File: src/rtl/obstacle_field_if.sv
// Scan position, player position and obstacle colour/status bundle between the VGA
// sync counters, the colour mux and obstacle_field.
interface obstacle_field_if #(
    parameter int unsigned LANES = 4
);
    logic             start;
    logic             pause;
    logic [9:0]       CounterX;
    logic [8:0]       CounterY;
    logic [9:0]       player_x;
    logic             obj_R;
    logic             obj_G;
    logic             obj_B;
    logic             check;
    logic             Oncollision;
    logic [15:0]      score;
    logic [LANES-1:0] lane_active;
    logic [2:0]       speed;
    logic [1:0]       state;

    modport master (
        output start, pause, CounterX, CounterY, player_x,
        input  obj_R, obj_G, obj_B, check, Oncollision, score, lane_active, speed, state
    );

    modport slave (
        input  start, pause, CounterX, CounterY, player_x,
        output obj_R, obj_G, obj_B, check, Oncollision, score, lane_active, speed, state
    );
endinterface

File: src/rtl/obstacle_field.sv
// Multi-lane obstacle generator: per-lane scroll, LFSR spawning, collision against the
// player car and registered obstacle pixel colour for the current scan position.
module obstacle_field #(
    parameter int unsigned LANES       = 4,
    parameter int unsigned LANE_X0     = 93,
    parameter int unsigned LANE_PITCH  = 125,
    parameter int unsigned SPRITE_W    = 89,
    parameter int unsigned SPRITE_H    = 69,
    parameter int unsigned SCREEN_H    = 480,
    parameter int unsigned PLAYER_Y0   = 345,
    parameter int unsigned PLAYER_Y1   = 445,
    parameter int unsigned PLAYER_W    = 89,
    parameter int unsigned STEP_DIV    = 65536,
    parameter int unsigned SPAWN_GAP   = 96,
    parameter int unsigned LEVEL_SCORE = 8,
    parameter int unsigned MAX_SPEED   = 6
) (
    input logic             clk,
    input logic             rst_n,
    obstacle_field_if.slave bus
);
    localparam logic [1:0] IDLE = 2'b00;
    localparam logic [1:0] RUN  = 2'b01;
    localparam logic [1:0] HIT  = 2'b10;

    localparam int unsigned DIV_W = (STEP_DIV > 1) ? $clog2(STEP_DIV) : 1;
    localparam int unsigned GAP_W = $clog2(SPAWN_GAP + 1);
    localparam logic [DIV_W-1:0] DIV_LAST = DIV_W'(STEP_DIV - 1);
    localparam logic [GAP_W-1:0] GAP_LAST = GAP_W'(SPAWN_GAP - 1);

    // Signed copies so position arithmetic with negative y compares correctly.
    localparam int NL    = int'(LANES);
    localparam int X0    = int'(LANE_X0);
    localparam int PITCH = int'(LANE_PITCH);
    localparam int SPR_W = int'(SPRITE_W);
    localparam int SPR_H = int'(SPRITE_H);
    localparam int SCR_H = int'(SCREEN_H);
    localparam int PY0   = int'(PLAYER_Y0);
    localparam int PY1   = int'(PLAYER_Y1);
    localparam int PL_W  = int'(PLAYER_W);

    logic [1:0]         state_q, state_d;
    logic [DIV_W-1:0]   div_q, div_d;
    logic [GAP_W-1:0]   spawn_q, spawn_d;
    logic [15:0]        lfsr_q, lfsr_d;
    logic signed [10:0] y_q [LANES];
    logic signed [10:0] y_d [LANES];
    logic [LANES-1:0]   act_q, act_d;
    logic [15:0]        score_q, score_d;
    logic [2:0]         speed_q, speed_d;
    logic               hit_q, hit_d;
    logic               check_q, yellow_q;
    logic               step, collide, pix;
    int                 exits, ny, k;
    logic [16:0]        sum;

    function automatic int lane_left(int i);
        return X0 + i * PITCH;
    endfunction

    function automatic logic in_range(int v, int lo, int hi);
        return (v >= lo) && (v <= hi);
    endfunction

    function automatic logic [2:0] speed_for(logic [15:0] s);
        int unsigned lvl;
        lvl = 32'(s) / LEVEL_SCORE;
        if (lvl + 1 >= MAX_SPEED) return 3'(MAX_SPEED);
        return 3'(lvl + 1);
    endfunction

    assign step = (state_q == RUN) && (div_q == DIV_LAST) && !bus.pause;

    always_comb begin
        collide = 1'b0;
        pix     = 1'b0;
        for (int i = 0; i < NL; i++) begin
            if (act_q[i]) begin
                if (in_range(lane_left(i), int'(bus.player_x) - SPR_W + 1,
                             int'(bus.player_x) + PL_W - 1) &&
                    in_range(int'(y_q[i]), PY0 - SPR_H + 1, PY1)) begin
                    collide = 1'b1;
                end
                if (in_range(int'(bus.CounterX), lane_left(i), lane_left(i) + SPR_W - 1) &&
                    in_range(int'(bus.CounterY), int'(y_q[i]), int'(y_q[i]) + SPR_H - 1)) begin
                    pix = 1'b1;
                end
            end
        end
    end

    always_comb begin
        state_d = state_q;
        div_d   = div_q;
        spawn_d = spawn_q;
        lfsr_d  = lfsr_q;
        y_d     = y_q;
        act_d   = act_q;
        score_d = score_q;
        speed_d = speed_q;
        hit_d   = hit_q;
        exits   = 0;
        ny      = 0;
        k       = 0;
        sum     = '0;
        if (state_q != RUN) begin
            if (bus.start) begin
                state_d = RUN;
                hit_d   = 1'b0;
                act_d   = '0;
                for (int i = 0; i < NL; i++) y_d[i] = '0;
                score_d = '0;
                speed_d = 3'd1;
                div_d   = '0;
                spawn_d = '0;
            end
        end else if (collide) begin
            // Collision wins over any motion, exit or spawn due on this edge.
            state_d = HIT;
            hit_d   = 1'b1;
        end else if (!bus.pause) begin
            div_d = step ? '0 : div_q + 1'b1;
            if (step) begin
                speed_d = speed_for(score_q);
                for (int i = 0; i < NL; i++) begin
                    if (act_q[i]) begin
                        ny     = int'(y_q[i]) + int'(speed_q);
                        y_d[i] = 11'(ny);
                        if (ny >= SCR_H) begin
                            act_d[i] = 1'b0;
                            exits    = exits + 1;
                        end
                    end
                end
                sum     = {1'b0, score_q} + 17'(exits);
                score_d = sum[16] ? 16'hFFFF : sum[15:0];
                if (spawn_q == GAP_LAST) begin
                    spawn_d = '0;
                    k       = int'(32'(lfsr_q) % LANES);
                    for (int j = 0; j < NL; j++) begin
                        if (j == k && !act_d[j]) begin
                            act_d[j] = 1'b1;
                            y_d[j]   = 11'(-SPR_H);
                        end
                    end
                end else begin
                    spawn_d = spawn_q + 1'b1;
                end
                lfsr_d = {lfsr_q[0] ^ lfsr_q[2] ^ lfsr_q[3] ^ lfsr_q[5], lfsr_q[15:1]};
            end
        end
    end

    always_ff @(posedge clk or negedge rst_n) begin
        if (!rst_n) begin
            state_q  <= IDLE;
            div_q    <= '0;
            spawn_q  <= '0;
            lfsr_q   <= 16'hACE1;
            for (int i = 0; i < NL; i++) y_q[i] <= '0;
            act_q    <= '0;
            score_q  <= '0;
            speed_q  <= 3'd1;
            hit_q    <= 1'b0;
            check_q  <= 1'b0;
            yellow_q <= 1'b0;
        end else begin
            state_q  <= state_d;
            div_q    <= div_d;
            spawn_q  <= spawn_d;
            lfsr_q   <= lfsr_d;
            for (int i = 0; i < NL; i++) y_q[i] <= y_d[i];
            act_q    <= act_d;
            score_q  <= score_d;
            speed_q  <= speed_d;
            hit_q    <= hit_d;
            check_q  <= pix;
            yellow_q <= pix && (state_q == HIT);
        end
    end

    assign bus.check       = check_q;
    assign bus.obj_R       = check_q;
    assign bus.obj_G       = yellow_q;
    assign bus.obj_B       = 1'b0;
    assign bus.Oncollision = hit_q;
    assign bus.score       = score_q;
    assign bus.lane_active = act_q;
    assign bus.speed       = speed_q;
    assign bus.state       = state_q;
endmodule

File: src/flat_wrapper.sv
// flat-port wrapper written by rule: the top's interface ports become plain ports
module obstacle_field_flat 
#(
    parameter int unsigned LANES       = 4,
    parameter int unsigned LANE_X0     = 93,
    parameter int unsigned LANE_PITCH  = 125,
    parameter int unsigned SPRITE_W    = 89,
    parameter int unsigned SPRITE_H    = 69,
    parameter int unsigned SCREEN_H    = 480,
    parameter int unsigned PLAYER_Y0   = 345,
    parameter int unsigned PLAYER_Y1   = 445,
    parameter int unsigned PLAYER_W    = 89,
    parameter int unsigned STEP_DIV    = 65536,
    parameter int unsigned SPAWN_GAP   = 96,
    parameter int unsigned LEVEL_SCORE = 8,
    parameter int unsigned MAX_SPEED   = 6
)
  (clk, rst_n, bus_start, bus_pause, bus_CounterX, bus_CounterY, bus_player_x, bus_obj_R, bus_obj_G, bus_obj_B, bus_check, bus_Oncollision, bus_score, bus_lane_active, bus_speed, bus_state);
  obstacle_field_if #(.LANES(LANES)) bus_i ();
  input logic clk;
  input logic rst_n;
  input wire logic [$bits(bus_i.start)-1:0] bus_start;
  input wire logic [$bits(bus_i.pause)-1:0] bus_pause;
  input wire logic [$bits(bus_i.CounterX)-1:0] bus_CounterX;
  input wire logic [$bits(bus_i.CounterY)-1:0] bus_CounterY;
  input wire logic [$bits(bus_i.player_x)-1:0] bus_player_x;
  output wire logic [$bits(bus_i.obj_R)-1:0] bus_obj_R;
  output wire logic [$bits(bus_i.obj_G)-1:0] bus_obj_G;
  output wire logic [$bits(bus_i.obj_B)-1:0] bus_obj_B;
  output wire logic [$bits(bus_i.check)-1:0] bus_check;
  output wire logic [$bits(bus_i.Oncollision)-1:0] bus_Oncollision;
  output wire logic [$bits(bus_i.score)-1:0] bus_score;
  output wire logic [$bits(bus_i.lane_active)-1:0] bus_lane_active;
  output wire logic [$bits(bus_i.speed)-1:0] bus_speed;
  output wire logic [$bits(bus_i.state)-1:0] bus_state;
  assign bus_i.start = bus_start;
  assign bus_i.pause = bus_pause;
  assign bus_i.CounterX = bus_CounterX;
  assign bus_i.CounterY = bus_CounterY;
  assign bus_i.player_x = bus_player_x;
  assign bus_obj_R = bus_i.obj_R;
  assign bus_obj_G = bus_i.obj_G;
  assign bus_obj_B = bus_i.obj_B;
  assign bus_check = bus_i.check;
  assign bus_Oncollision = bus_i.Oncollision;
  assign bus_score = bus_i.score;
  assign bus_lane_active = bus_i.lane_active;
  assign bus_speed = bus_i.speed;
  assign bus_state = bus_i.state;
  obstacle_field #(.LANES(LANES), .LANE_X0(LANE_X0), .LANE_PITCH(LANE_PITCH), .SPRITE_W(SPRITE_W), .SPRITE_H(SPRITE_H), .SCREEN_H(SCREEN_H), .PLAYER_Y0(PLAYER_Y0), .PLAYER_Y1(PLAYER_Y1), .PLAYER_W(PLAYER_W), .STEP_DIV(STEP_DIV), .SPAWN_GAP(SPAWN_GAP), .LEVEL_SCORE(LEVEL_SCORE), .MAX_SPEED(MAX_SPEED)) u_core (.clk(clk), .rst_n(rst_n), .bus(bus_i));
endmodule
File: config.mk
export PLATFORM = sky130hd
export DESIGN_NAME = obstacle_field_flat
export DESIGN_NICKNAME = d
export VERILOG_FILES = /design/src/rtl/obstacle_field_if.sv /design/src/rtl/obstacle_field.sv /design/src/flat_wrapper.sv
export SDC_FILE = /design/constraint.sdc
export NUM_CORES = 1
export LEC_CHECK = 0
export CORE_MARGIN = 2
export CORE_UTILIZATION = 66
export DETAILED_ROUTE_END_ITERATION = 16
export GPL_TIMING_DRIVEN = 0
export PLACE_DENSITY = 0.86
export SYNTH_ARGS = -nofsm -noshare
export SYNTH_HDL_FRONTEND = slang
export SYNTH_SLANG_ARGS = --single-unit
File: constraint.sdc
create_clock -name clk -period 13.5 [get_ports clk]
set_input_delay 4.05 -clock clk [delete_from_list [all_inputs] [get_ports clk]]
set_output_delay 4.05 -clock clk [all_outputs]
set_load 0.01 [all_outputs]
==> results of run 1 <==
power groups by stage:
stage	Combinational (mW)	Sequential (mW)	Clock [mW]
6_report	0.228	0.376	0.290
5_1_grt	0.254	0.378	0.302
4_1_cts	0.226	0.374	0.289
3_5_place_dp	0.225	0.380	0
3_3_place_gp	0.215	0.379	0
2_1_floorplan	0.154	0.372	0
metal layers:
layer	track usage	wire length, microns
met1	0.507	17000
met2	0.606	19000
met3	0.0790	4570
met4	0.189	2070
met5	0	0
registers in the layout, summed over array words and instances (netlist names):
signal                  cells
u_core.bus.state            1
u_core.lfsr_q              16
u_core.y_q                 44
u_core.bus.score           16
u_core.bus.check            1
u_core.div_q               16
u_core.bus.Oncollision      1
u_core.bus.obj_G            1
u_core.spawn_q              7
u_core.bus.lane_active      4
u_core.bus.speed            3
layout make-up:
type                    count  area (sq um)
plain buffers             114           531
clock buffers               9           225
clock inverters             7          93.8
fillers                  1624          5350
inverters                  88           330
multi-input cells        1395          9970
flip-flops and latches    110          2760
well taps                 270           338
repair buffers             61           629
path summary, 6_finish.rpt:
| path | to | slack (ns) | depth (start not counted) |
|---|---|---|---|
| worst max-delay path | u_core.bus.score[0] | 3.48 | 22 |
| worst min-delay path | u_core.lfsr_q[4] | 0.51 | 1 |
| worst max register to register | u_core.bus.score[5] | 6.51 | 24 |
| worst min register to register | u_core.lfsr_q[4] | 0.51 | 1 |
| max in group asynchronous | u_core.lfsr_q[0] | 9.19 | 2 |
| min in group asynchronous | u_core.y_q[42] | 3.57 | 1 |
metrics by stage:
stage	instance area, sq um	utilization
final	14900	0.736
after global placement	14500	0.718
after CTS	14900	0.736
after global routing	14900	0.736
after detailed placement	14600	0.720
after floorplan	13600	-
synthesized netlist by cell type (all sizes together), types with 32 or more instances:
master    n  area (sq um)
dfrtp   101          2530
inv      83           312
a21oi    86           434
nor4     32           228
nand4    40           250
ha      132          1650
nand2   121           457
o21ai    96           503
nand3    76           395
a31oi    49           322
nor2    126           475
xnor2    68           603
buf      35           234
clkbuf   79           297
nor3     60           322
critical path, stage by stage:
cell and delay (ns):
sky130_fd_sc_hd__clkdlybuf4s50_1 0.48, sky130_fd_sc_hd__buf_2 0.24, sky130_fd_sc_hd__inv_1 0.23, sky130_fd_sc_hd__ha_1 0.18
sky130_fd_sc_hd__buf_2 0.18, sky130_fd_sc_hd__nand2b_2 0.14, sky130_fd_sc_hd__a31oi_1 0.41, sky130_fd_sc_hd__o21ai_0 0.20
sky130_fd_sc_hd__inv_1 0.26, sky130_fd_sc_hd__a211oi_1 0.18, sky130_fd_sc_hd__or3_1 0.40, sky130_fd_sc_hd__ha_1 0.19
sky130_fd_sc_hd__or4_1 0.52, sky130_fd_sc_hd__nor3_1 0.23, sky130_fd_sc_hd__nand2_1 0.08, sky130_fd_sc_hd__mux2i_1 0.29
sky130_fd_sc_hd__o21ai_1 0.14, sky130_fd_sc_hd__o31ai_2 0.39, sky130_fd_sc_hd__a31oi_4 0.19, sky130_fd_sc_hd__buf_2 0.23
sky130_fd_sc_hd__a21oi_1 0.80, sky130_fd_sc_hd__o21ai_0 0.22
kinds of logic after synthesis:
family,after synthesis,share of synthesized area
compound gates,521,0.281
xor+xnor,93,0.0604
fa+ha+maj,137,0.129
buf+inv,202,0.0633
flops,110,0.203
mux,36,0.0288
other cells,1,0.000276
simple gates,607,0.234
==> results.md, run 1 <==
- The flow ran to the end, and the final reports show no timing, DRC or antenna violations.
- On the final layout, the worst clock skew is 0.0145 ns.
- TritonCTS built the clock tree.
- The count of final max-slew check failures came to 0.
- The number of nets handed over by synthesis was 1877.
- The total setup buffers inserted after CTS is 0.
- The worst-path maximum fanout is 10.
- The data required time at the worst endpoint is 13.72 ns.
- The initial antenna violation count is 0.
- During placement, the flow inserted port buffers numbering 60.
- The total chip power is 894 uW.
- The critical path class is in -> reg.
- The remaining routing DRC violations is 0.
- The average wire per standard cell is 20.7 microns.
- Summed over all cells, the static leakage comes to 6.04 nW.
- The routability-driven placement congestion ratio is 0.957.
- Entering global routing, the biggest net connects 78 pins.
- The mean cell area of the mapped netlist is 7.97 sq um.
- The endpoint kind of the worst setup timing path is a flip-flop.
- The startpoint identified for the worst hold timing path is u_core.lfsr_q[4].
- For this run, the register share of the synthesized area comes to 0.203.
- The final critical-path required period is 10.02 ns.
- The part of the total power dissipated in the clock network is 0.325.
- The post-detailed-placement half-perimeter wirelength is 31600 microns.
- The fraction of layout instances using a drive strength above 1 is 0.0841.
- After the first detailed-routing iteration, the DRC count stood at 1626.
- The number of library cell types mapped by synthesis is 99.
- The most used flip-flop cell after synthesis is sky130_fd_sc_hd__dfrtp_1.
- The core outline area is 0.0202 sq mm.
- Summed over all layers, the global routing overflow is 0.
- The worst-case vdd ir drop is 0.0980 mV.
- The clock input transition at the sequential cells of the worst setup and hold paths is 0.09 ns.
- Of the total power, combinational logic draws 0.255.
- Across all hold checks on the routed design, the worst slack comes to 0.507 ns.
- Using the TritonRoute via totals, the vias-per-cell ratio works out to 7.02.
- The later pin in the worst-skew pair is clocked with a latency of 0.38 ns.
- The most frequent standard cell in the layout excluding fill and tap cells is sky130_fd_sc_hd__ha_1.
- The reg-to-reg critical path startpoint is u_core.bus.speed[1].
- The worst slew margin relative to its limit is 0.323.
- The post-synthesis to final-layout area growth is 9.46%.
- The first global-routing pass estimated 68200 microns of wire.
- The netlist area before placement is 0.0136 sq mm.
- The most critical setup path has its startpoint at bus_player_x[0].
- The root buffer cell chosen for the clock tree is sky130_fd_sc_hd__clkbuf_16.
- Setup total negative slack on the finished layout was measured at 0 ns.
- The final layout contains routed wiring with a total length of 42600 microns.
- The maximum number of buffers from clock root to sink is 2.
- Of the total power, the share spent switching nets is 0.350.
- The analysis attributes to net switching a power of 313 uW.
- The top achievable clock speed is 99.8 MHz.
- The share of async-settable or async-resettable flops after synthesis is 1.00.
- In this run the vertical extent of the chip is 148 microns.
- The number of placed instances with taps included is 2038.
- For this run, the total global-route usage over all layers was measured as 0.385.
- The register share of total power is 0.420.
- Dividing the final minimum period by the clock period gives 0.742.
- Yosys printed 0 warnings.
- In this run the count of I/O pins placed on the die edge is 63.
- The die outline area is 0.0218 sq mm.
- Counting flops with a built-in enable in the synthesized netlist gives 0.
- The number of diodes added for antenna fixing is 0.
- Post-CTS repair changed the size of 0 cells.
- The library cells used most frequently in the layout, excluding fill and tap cells, are sky130_fd_sc_hd__ha_1, sky130_fd_sc_hd__nor2_1, sky130_fd_sc_hd__nand2_1.
- The count of endpoints failing hold in the final timing report was 0.
- The power density relative to cell area is 60.1 mW/mm^2.
- The layout net count is 1949.
- CTS saw 110 sinks.
- The final worst setup slack is 3.48 ns.
- The number of global-route vias before repair is 13600.
- The first detailed-routing pass ran for 5 iterations.
- Prior to clock tree synthesis, the placed netlist has a worst setup slack of 3.23 ns.
- The via total after detailed routing is 14400.
- Once detail routing completed, the nets flagged for antenna violations numbered 0.
- In this run the horizontal extent of the chip is 148 microns.
- The arrival time of the worst setup path is 10.24 ns.
- In this run the worst hold path is classified as reg -> reg.
- At the pin with the least slew margin, the transition time is 1.02 ns.
- Row generation in the floorplan step produced 52 rows.
- The internal power of the cells totals 582 uW.
- The number of setup violations in the final report is 0.
- STA classifies the critical path startpoint as an input port.
- Setup repair after global routing left no endpoint under its margin.
- The total of flip-flops plus latches after synthesis is 110.
- The number of cells produced by synthesis is 1707.
- Once layout is complete, the cells apart from fillers number 2054.
- The initial utilization of the core area, before any placement, comes to 0.672.
- Counting the buffers created by CTS gives 9.
- The maximum level of the CTS H-tree is 3.
- The total of max-cap violations is 0.
- For this design, the CTS-stage hold fixing added 0 buffers.
Power figures use the tool's default switching activity.
==> run 2, diff against run 1 <==
- CORE_UTILIZATION: 66 -> 57
- PLACE_DENSITY: 0.86 -> 0.79
- clock period: 13.5 -> 8.25 ns (I/O delays scaled with it)
==> results.md, run 2 (synthesis results as in run 1) <==
- Outcome: complete, no violations (unchanged).
- The total of max-cap violations is 0 (unchanged).
- The remaining global-route overflow came to 0 (unchanged).
- The initial antenna violation count came to 0 (unchanged).
- The number of placed instances with taps included was 2087 (was 2038).
- The core outline area was 0.0235 sq mm (was 0.0202 sq mm).
- The worst-skew pair later-pin latency is 0.38 ns (about the same).
- Counting I/O delays and the setup requirement, the final critical path takes 7.89 ns.
- The number of diodes added for antenna fixing is 0 (unchanged).
- The global-route wire length before repair is 68300 microns (was 68200 microns).
- The placement row count is 56 (was 52).
- The clock root buffer is sky130_fd_sc_hd__clkbuf_16 (unchanged).
- The die outline area is 0.0251 sq mm (was 0.0218 sq mm).
- Unrepaired setup endpoints after global routing: no (unchanged).
- The initial core utilization came to 0.579 (was 0.672).
- The layout net count is 1951 (was 1949).
- The number of nets still failing antenna checks after routing was 0 (unchanged).
- The post-synthesis to final-layout area growth is 10.2% (was 9.46%).
- The maximum number of pins on one net before global-route repair was 81 (was 78).
- The most frequent standard cell in the layout excluding fill and tap cells is sky130_fd_sc_hd__ha_1 (unchanged).
- For this run, the top clock speed supported by timing is 127 MHz.
- The data required time at the worst endpoint is 8.51 ns (was 13.72 ns).
- The number of setup violations in the final report was 0 (unchanged).
- The detailed-route vias per instance is 6.78 (was 7.02).
- The floorplan die height is 158 microns (was 148 microns).
- The CTS sink count is 110 (unchanged).
- The post-detailed-placement half-perimeter wirelength is 32000 microns (was 31600 microns).
- The critical path class is in -> reg (unchanged).
- The kind of launch point of the worst setup path was an input port (unchanged).
- The number of CTS-inserted buffers is 9 (unchanged).
- The number of flip-flops under the largest register name came to 44 (unchanged).
- The via total after detailed routing is 14300 (was 14400).
- The global router's overall resource usage is 0.343 (was 0.385).
- The TritonCTS clock tree is yes (unchanged).
- The maximum level of the CTS H-tree is 3 (unchanged).
- The maximum number of buffers from clock root to sink is 2 (unchanged).
- The final setup skew is 0.0167 ns (was 0.0145 ns).
- The worst hold slack is 0.500 ns (was 0.507 ns).
- The leakage power total came to 6.05 nW (was 6.04 nW).
- The routability-driven placement congestion ratio is 0.967 (was 0.957).
- The number of global-route vias before repair is 13300 (was 13600).
- The worst-case vdd ir drop is 0.128 mV (was 0.0980 mV).
- The worst-path maximum fanout was 10 (unchanged).
- The number of buffers inserted by hold repair at cts came to 0 (unchanged).
- The total chip power is 1.46 mW (was 894 uW).
- The largest register by flop count is u_core.y_q (unchanged).
- The number of top-level pins was 63 (unchanged).
- The slack of the worst reg-to-reg path is 1.28 ns (was 6.51 ns).
- The count of input and output buffers was 60 (unchanged).
- The slew at the pin with the worst max-slew slack is 1.00 ns (was 1.02 ns).
- The number of standard cells in the final layout excluding fillers is 2105 (was 2054).
- The wire length after detailed routing was 42700 microns (was 42600 microns).
- The fraction of the cycle the final worst path needs is 0.956.
- The post-layout utilization of the core is 0.639 (was 0.736).
- The number of detailed-route iterations in the first pass is 8 (was 5).
- The layout filler cell count is 2056 (was 1624).
- Most used cells in the layout excluding fill and tap cells: sky130_fd_sc_hd__ha_1, sky130_fd_sc_hd__nor2_1, sky130_fd_sc_hd__nand2_1 (unchanged).
- The endpoint kind of the worst setup timing path was a flip-flop (unchanged).
- The worst slew margin relative to its limit is 0.331 (was 0.323).
- The arrival time of the worst setup path is 8.15 ns (was 10.24 ns).
- The count of final max-slew check failures is 0 (unchanged).
- The die width was 158 microns (was 148 microns).
- The fraction of layout instances using a drive strength above 1 is 0.0885 (was 0.0841).
- The average wire per standard cell came to 20.3 microns (was 20.7 microns).
- The power density relative to cell area is 97.6 mW/mm^2 (was 60.1 mW/mm^2).
- The remaining routing DRC violations came to 0 (unchanged).
- The count of endpoints failing hold in the final timing report is 0 (unchanged).
- The number of DRC markers after the initial detailed-route iteration is 1544 (was 1626).
- The path category of the worst min-delay check is reg -> reg (unchanged).
- The clock input transition at the sequential cells of the worst setup and hold paths is 0.09 ns (about the same).
[run 2: critical path, cell delays in order]
cell                              delay [ns]
sky130_fd_sc_hd__clkdlybuf4s50_1        0.60
sky130_fd_sc_hd__buf_2                  0.29
sky130_fd_sc_hd__inv_1                  0.10
sky130_fd_sc_hd__ha_1                   0.15
sky130_fd_sc_hd__buf_2                  0.18
sky130_fd_sc_hd__nand2b_2               0.17
sky130_fd_sc_hd__a31oi_4                0.29
sky130_fd_sc_hd__o21ai_0                0.18
sky130_fd_sc_hd__inv_2                  0.20
sky130_fd_sc_hd__a211oi_1               0.14
sky130_fd_sc_hd__or3_1                  0.39
sky130_fd_sc_hd__ha_1                   0.18
sky130_fd_sc_hd__or4_1                  0.51
sky130_fd_sc_hd__nor3_1                 0.26
sky130_fd_sc_hd__nand2_1                0.09
sky130_fd_sc_hd__mux2i_1                0.28
sky130_fd_sc_hd__o21ai_1                0.14
sky130_fd_sc_hd__o31ai_2                0.39
sky130_fd_sc_hd__a31o_1                 0.19
sky130_fd_sc_hd__buf_4                  0.20
sky130_fd_sc_hd__nor2_1                 0.09
sky130_fd_sc_hd__buf_2                  0.27
sky130_fd_sc_hd__a221o_1                0.36
[run 2: cell type report]
type	count	area [sq um]	area share
repair buffers	63	644	0.0430
flip-flops and latches	110	2760	0.184
clock inverters	7	91.3	0.00609
clock buffers	9	225	0.0150
well taps	319	399	0.0266
plain buffers	114	532	0.0355
inverters	88	334	0.0223
multi-input cells	1395	10000	0.667
[run 2: metrics by stage]
stage | TNS, ns | area [sq um] | setup WS [ns]
6_report | 0 | 15000 | 0.365
2_1_floorplan | 0 | 13600 | 1.21
5_1_grt | 0 | 15000 | 0.0483
4_1_cts | 0 | 14900 | 0.0670
3_3_place_gp | -7.39 | 14600 | -0.362
3_5_place_dp | -17.27 | 14600 | -0.467
[run 2: report_power, final]
part	switching (mW)	internal, mW
Clock	0.252	0.222
Combinational	0.213	0.161
Sequential	0.0468	0.568
[run 2: final timing paths]
check / from / end / cells after the start
max: bus_player_x[1] / u_core.y_q[13] / 23
min: u_core.div_q[15] / u_core.div_q[15] / 1
max reg2reg: u_core.bus.speed[1] / u_core.bus.score[5] / 24
min reg2reg: u_core.div_q[15] / u_core.div_q[15] / 1
max in group asynchronous: rst_n / u_core.lfsr_q[0] / 2
min in group asynchronous: rst_n / u_core.bus.score[8] / 1
[run 2: timing repair]
action	CTS	global route
pin swaps	0	2
resized for setup	1	6
buffers inserted	0	2
setup endpoints to repair	5	104
[run 2: routing by layer]
layer,up-vias,GRT usage,wire length (microns)
met5,-,0,0
met4,0,0.150,1950
met3,166,0.0743,4000
met2,783,0.542,19000
met1,6698,0.451,17700
li1,6629,-,-
==> run 3, diff against run 2 <==
- CORE_UTILIZATION: 57 -> 66
- CTS_CLUSTER_SIZE: default -> 12
- PLACE_DENSITY: 0.79 -> 0.86
- clock period: 8.25 -> 10.05 ns (I/O delays scaled with it)
==> results of run 3 <==
The final DEF is identical to that of run 1. Status: complete, no violations.
Among the figures that moved: setup slack after placement 3.23 ns -> 0.811 ns; setup slack after layout 3.48 ns -> 1.06 ns; register-to-register setup slack 6.51 ns -> 3.06 ns; total power 0.894 mW -> 1.20 mW; worst IR drop on VDD 0.0980 mV -> 0.132 mV
